File: config.mk
export PLATFORM = sky130hd
export DESIGN_NAME = store_buffer_flat
export DESIGN_NICKNAME = d
export VERILOG_FILES = /design/src/rtl/store_buffer_if.sv /design/src/rtl/store_buffer.sv /design/src/flat_wrapper.sv
export SDC_FILE = /design/constraint.sdc
export NUM_CORES = 1
export LEC_CHECK = 0
export CAP_MARGIN = 10
export CELL_PAD_IN_SITES_DETAIL_PLACEMENT = 1
export CELL_PAD_IN_SITES_GLOBAL_PLACEMENT = 1
export CORE_MARGIN = 8
export CORE_UTILIZATION = 46
export DETAILED_ROUTE_END_ITERATION = 8
export HOLD_SLACK_MARGIN = 0.1
export PLACE_DENSITY = 0.91
export SYNTH_ARGS = -nofsm -noshare
export SYNTH_HDL_FRONTEND = slang
export SYNTH_SLANG_ARGS = --single-unit
File: constraint.sdc
create_clock -name CLK -period 5.5 [get_ports CLK]
set_input_delay 1.65 -clock CLK [delete_from_list [all_inputs] [get_ports CLK]]
set_output_delay 1.65 -clock CLK [all_outputs]
set_load 0.1 [all_outputs]
File: src/rtl/store_buffer_if.sv
// Store buffer port bundle: pipeline store/load side plus data-memory write side.
// master: pipeline/control view (drives stores, loads, mem_busy).
// slave : buffer view (drives ready, forwarding/stall, memory write port, status).
interface store_buffer_if #(
  parameter int DEPTH  = 4,
  parameter int ADDR_W = 32,
  parameter int DATA_W = 32
);
  localparam int CNT_W = $clog2(DEPTH) + 1;

  logic              st_valid;
  logic [ADDR_W-1:0] st_addr;
  logic [DATA_W-1:0] st_data;
  logic              st_ready;
  logic              ld_valid;
  logic [ADDR_W-1:0] ld_addr;
  logic              ld_hit;
  logic [DATA_W-1:0] ld_data;
  logic              ld_stall;
  logic              mem_busy;
  logic [ADDR_W-1:0] mem_address;
  logic [DATA_W-1:0] mem_write_data;
  logic              mem_write;
  logic              empty;
  logic [CNT_W-1:0]  count;

  modport master (
    output st_valid, st_addr, st_data, ld_valid, ld_addr, mem_busy,
    input  st_ready, ld_hit, ld_data, ld_stall, mem_address, mem_write_data,
           mem_write, empty, count
  );

  modport slave (
    input  st_valid, st_addr, st_data, ld_valid, ld_addr, mem_busy,
    output st_ready, ld_hit, ld_data, ld_stall, mem_address, mem_write_data,
           mem_write, empty, count
  );
endinterface

File: src/rtl/store_buffer.sv
// Purpose : posted-write FIFO between MEM-stage control and the word-addressed data memory.
// Latency : store accepted in 1 cycle, earliest memory write the cycle after; loads see pending stores combinationally.
// Backpressure: st_ready=0 when full (no pass-through on pop); drain stalls while mem_busy.
// Ports   : CLK, RST_N (async active-low); bus (store_buffer_if.slave) carries st_*, ld_*, mem_*, empty, count.
// Config  : STORE_BUF_FWD_EN defined -> load forwarding (ld_hit/ld_data); undefined -> ld_stall on pending match.
module store_buffer #(
  parameter int DEPTH  = 4,
  parameter int ADDR_W = 32,
  parameter int DATA_W = 32
) (
  input  logic          CLK,
  input  logic          RST_N,
  store_buffer_if.slave bus
);
  localparam int PTR_W = $clog2(DEPTH);
  localparam int CNT_W = PTR_W + 1;
  localparam logic [CNT_W-1:0]  FULL_CNT  = CNT_W'(DEPTH);
  // Byte-offset bits do not take part in the word compare.
  localparam logic [ADDR_W-1:0] WORD_MASK = ~ADDR_W'(3);

  typedef struct packed {
    logic [ADDR_W-1:0] addr;
    logic [DATA_W-1:0] data;
  } entry_t;

  entry_t           entry_q [DEPTH];
  logic [PTR_W-1:0] head_q;
  logic [PTR_W-1:0] tail_q;
  logic [CNT_W-1:0] count_q;
  logic             full;
  logic             is_empty;
  logic             push;
  logic             pop;
  logic             any_match;
`ifdef STORE_BUF_FWD_EN
  logic [DATA_W-1:0] match_data;
`endif

  // Full blocks stores even when the head drains this cycle, keeping st_ready off the mem_busy path.
  assign full     = (count_q == FULL_CNT);
  assign is_empty = (count_q == '0);
  assign push     = bus.st_valid && !full;
  assign pop      = !is_empty && !bus.mem_busy;

  assign bus.st_ready       = !full;
  assign bus.empty          = is_empty;
  assign bus.count          = count_q;
  assign bus.mem_write      = pop;
  assign bus.mem_address    = entry_q[head_q].addr;
  assign bus.mem_write_data = entry_q[head_q].data;

  always_ff @(posedge CLK or negedge RST_N) begin
    if (!RST_N) begin
      head_q  <= '0;
      tail_q  <= '0;
      count_q <= '0;
      for (int i = 0; i < DEPTH; i++) begin
        entry_q[i] <= '0;
      end
    end else begin
      if (push) begin
        entry_q[tail_q] <= '{addr: bus.st_addr, data: bus.st_data};
        tail_q          <= tail_q + 1'b1;
      end
      if (pop) begin
        head_q <= head_q + 1'b1;
      end
      case ({push, pop})
        2'b10:   count_q <= count_q + 1'b1;
        2'b01:   count_q <= count_q - 1'b1;
        default: ;
      endcase
    end
  end

  // Walk the live entries oldest-to-newest; the last hit wins, which is the
  // newest store to that word. The head being drained this cycle still counts.
  always_comb begin
    any_match = 1'b0;
`ifdef STORE_BUF_FWD_EN
    match_data = '0;
`endif
    for (int k = 0; k < DEPTH; k++) begin
      if ((CNT_W'(k) < count_q) &&
          (((entry_q[head_q + PTR_W'(k)].addr ^ bus.ld_addr) & WORD_MASK) == '0)) begin
        any_match = 1'b1;
`ifdef STORE_BUF_FWD_EN
        match_data = entry_q[head_q + PTR_W'(k)].data;
`endif
      end
    end
  end

`ifdef STORE_BUF_FWD_EN
  assign bus.ld_hit   = bus.ld_valid && any_match;
  assign bus.ld_data  = (bus.ld_valid && any_match) ? match_data : '0;
  assign bus.ld_stall = 1'b0;
`else
  assign bus.ld_hit   = 1'b0;
  assign bus.ld_data  = '0;
  assign bus.ld_stall = bus.ld_valid && any_match;
`endif
endmodule

File: src/flat_wrapper.sv
// flat-port wrapper written by rule: the top's interface ports become plain ports
module store_buffer_flat 
#(
  parameter int DEPTH  = 4,
  parameter int ADDR_W = 32,
  parameter int DATA_W = 32
)
  (CLK, RST_N, bus_st_valid, bus_st_addr, bus_st_data, bus_ld_valid, bus_ld_addr, bus_mem_busy, bus_st_ready, bus_ld_hit, bus_ld_data, bus_ld_stall, bus_mem_address, bus_mem_write_data, bus_mem_write, bus_empty, bus_count);
  store_buffer_if #(.DEPTH(DEPTH), .ADDR_W(ADDR_W), .DATA_W(DATA_W)) bus_i ();
  input  logic CLK;
  input  logic RST_N;
  input wire logic [$bits(bus_i.st_valid)-1:0] bus_st_valid;
  input wire logic [$bits(bus_i.st_addr)-1:0] bus_st_addr;
  input wire logic [$bits(bus_i.st_data)-1:0] bus_st_data;
  input wire logic [$bits(bus_i.ld_valid)-1:0] bus_ld_valid;
  input wire logic [$bits(bus_i.ld_addr)-1:0] bus_ld_addr;
  input wire logic [$bits(bus_i.mem_busy)-1:0] bus_mem_busy;
  output wire logic [$bits(bus_i.st_ready)-1:0] bus_st_ready;
  output wire logic [$bits(bus_i.ld_hit)-1:0] bus_ld_hit;
  output wire logic [$bits(bus_i.ld_data)-1:0] bus_ld_data;
  output wire logic [$bits(bus_i.ld_stall)-1:0] bus_ld_stall;
  output wire logic [$bits(bus_i.mem_address)-1:0] bus_mem_address;
  output wire logic [$bits(bus_i.mem_write_data)-1:0] bus_mem_write_data;
  output wire logic [$bits(bus_i.mem_write)-1:0] bus_mem_write;
  output wire logic [$bits(bus_i.empty)-1:0] bus_empty;
  output wire logic [$bits(bus_i.count)-1:0] bus_count;
  assign bus_i.st_valid = bus_st_valid;
  assign bus_i.st_addr = bus_st_addr;
  assign bus_i.st_data = bus_st_data;
  assign bus_i.ld_valid = bus_ld_valid;
  assign bus_i.ld_addr = bus_ld_addr;
  assign bus_i.mem_busy = bus_mem_busy;
  assign bus_st_ready = bus_i.st_ready;
  assign bus_ld_hit = bus_i.ld_hit;
  assign bus_ld_data = bus_i.ld_data;
  assign bus_ld_stall = bus_i.ld_stall;
  assign bus_mem_address = bus_i.mem_address;
  assign bus_mem_write_data = bus_i.mem_write_data;
  assign bus_mem_write = bus_i.mem_write;
  assign bus_empty = bus_i.empty;
  assign bus_count = bus_i.count;
  store_buffer #(.DEPTH(DEPTH), .ADDR_W(ADDR_W), .DATA_W(DATA_W)) u_core (.CLK(CLK), .RST_N(RST_N), .bus(bus_i));
endmodule
==> reports/metrics.yaml <==
die:
  fp.dieH_um: 199
  io_pins: 205
  die_w_um: 199
  start_util: 0.462
  num_rows: 67
  dieArea_um2: 39400
  coreArea_um2: 33200
worst_hold_path:
  min_path_type: "reg -> reg"
  min-delay-start: "u_core.entry_q[85]"
worst_setup_path:
  r2r_start: "u_core.bus.count[0]"
  critPathLaunchType: "input port"
  critPathArrivalTime_ns: 3.81
  end_kind: "output pin"
  critPathLaunch: "bus_ld_addr[3]"
  required_ns: 3.85
  critical_path.max_fanout: 3
  crit_type: "in -> out"
drt:
  drtAntennaViolNets: 0
  drt_iter0_markers: 544
  wire_per_inst_um: 27.6
  viasPerCell: 5.90
  wirelength_mm: 51.1
  num_vias: 10900
  drc: 0
  dr.pass1.iters: 5
clock_tree:
  cts.sinks: 263
  clk_latency_ns: 0.59
  cts_tree: "built"
  cts-root-buf: "clkbuf_16"
  htreeDepth: 1
  path_clk_slew_ns: 0.06
  cts_max_path_buffers: 3
  cts_buffers: 30
placed_design:
  globalplace.congestion: 0.988
  io_buffers: 169
  hpwl_mm: 36.2
finish:
  multi_input_area_um2: 8410
  drive_gt1_frac: 0.434
  n_antenna_cell: 0
  n_fill_cell: 3247
  finalNetCount: 1492
  regArea_um2: 6590
  area_growth_pct: 23.8
logic_synthesis:
  yosysMostFrequentCell: "mux2_2"
  synth_top_cell_by_area: "dfrtp_1"
  synth_edf_count: 0
  synthCells: 1162
  synth_top_area_share: 0.429
  synth_ff_type: "dfrtp_1"
  syn_avg_cell_area_um2: 13.2
  synth_warnings: 0
  ys_seq_elements: 263
  synth_commonest_cells: "267 x mux2_2, 263 x dfrtp_1, 126 x mux2i_1, 78 x xnor2_1, 70 x mux4_2"
  yosys-top-cells-area: "dfrtp_1 43%, mux2_2 20%, mux4_2 10%"
  ys_types: 55
  ys_seq_area_frac: 0.429
  synthArstFlopShare: 1.00
  synth.cell_area_um2: 15300
grt:
  grt_overflow: 0
  grt_usage: 0.257
  grt_max_degree: 108
  grt_first_pass_wirelength_mm: 77.3
  grt_pass1_vias: 12200
  antenna_found_initial: 6
sta:
  clock_skew_ns: 0.0178
  tns_ns: 0
  period_needed_ns: 5.46
  slew_headroom: 0.238
  period_share: 0.992
  setup_viol: 0
  hold_viol_final: 0
  final_max_slew_viol_count: 0
  max_slew.worst_pin.slew_ns: 1.14
  fmax_mhz: 183
outcome:
  status: "finished, final reports clean"
flow_run:
  drv_cap: 0
==> metrics by stage <==
stage / cell area, µm² / instances / utilization / worst slack, ns / hold WS [ns]
after detailed placement: 17800 / 1791 / 0.535 / -0.284 / 0.488
final: 19000 / 1852 / 0.572 / 0.0436 / 0.499
after global routing: 19000 / 1852 / 0.572 / -0.0116 / 0.519
after global placement: 17800 / 1791 / 0.535 / -0.267 / 0.481
after floorplan: 15500 / 1194 / - / 0.0643 / 0.474
after CTS: 18800 / 1850 / 0.568 / 0.0123 / 0.501
==> cells by family after synthesis <==
group,after synthesis,synth area share
buffers and inverters,135,0.0490
other,1,0.000244
and+or+nand+nor,98,0.0321
muxes,465,0.383
xor gates and xnor gates,95,0.0542
adders and majority gates,9,0.00734
DFF,263,0.429
AOI/OAI and AO/OA,96,0.0448
==> area by class of cell <==
| class | count | share of cell area |
|---|---|---|
| timing repair buffer | 274 | 0.125 |
| inverter | 17 | 0.00336 |
| multi-input combinational | 796 | 0.443 |
| clock inverter | 5 | 0.00316 |
| tap | 448 | 0.0295 |
| clock buffer | 49 | 0.0491 |
| sequential | 263 | 0.347 |
==> state kept, by name, summed over array words and instances, names as in the netlist <==
signal,cells
u_core.tail_q,2
u_core.entry_q,256
u_core.bus.count,3
u_core.head_q,2
==> per-layer routing <==
layer  GRT usage  vias to the layer above  share of wire
li1            -                     4693              -
met1       0.308                     5731           0.39
met2       0.441                      361           0.50
met3      0.0606                      132          0.063
met4       0.103                       12          0.045
met5           0                        -         0.0016
==> critical path, stage by stage <==
cell,delay (ns)
clkdlybuf4s50_1,0.58
nor2_1,0.15
a21oi_1,0.14
o2111ai_1,0.18
a2111oi_4,0.38
nand4_1,0.21
a41oi_4,0.29
buf_12,0.21
==> path summary, 6_finish.rpt <==
kind,end,depth (start not counted),slack (ns)
min,u_core.entry_q[85],1,0.50
min in group asynchronous,u_core.entry_q[122],1,1.14
max,bus_ld_stall,8,0.04
min reg2reg,u_core.entry_q[85],1,0.50
max reg2reg,u_core.entry_q[242],6,2.62
max in group asynchronous,u_core.entry_q[227],2,3.35
==> layout by cell type (no fill, tap or decap), types with 27 or more instances in the layout <==
master / count
mux4_2: 70
dfrtp_1: 261
mux2_2: 267
xnor2_1: 73
conb_1: 33
clkdlybuf4s50_1: 83
clkbuf_16: 30
buf_4: 161
mux2i_1: 107
nor2_1: 27
==> timing repair <==
| item | CTS | global route |
|---|---|---|
| setup endpoints to repair | 1 | 1 |
| pin swaps | 17 | 9 |
| setup buffers | 5 | 2 |
| hold buffers | 0 | 0 |
| resized for setup | 32 | 30 |
Power is not shown: default switching activity piles up to over one toggle a cycle in this logic, so the estimate is an artifact.
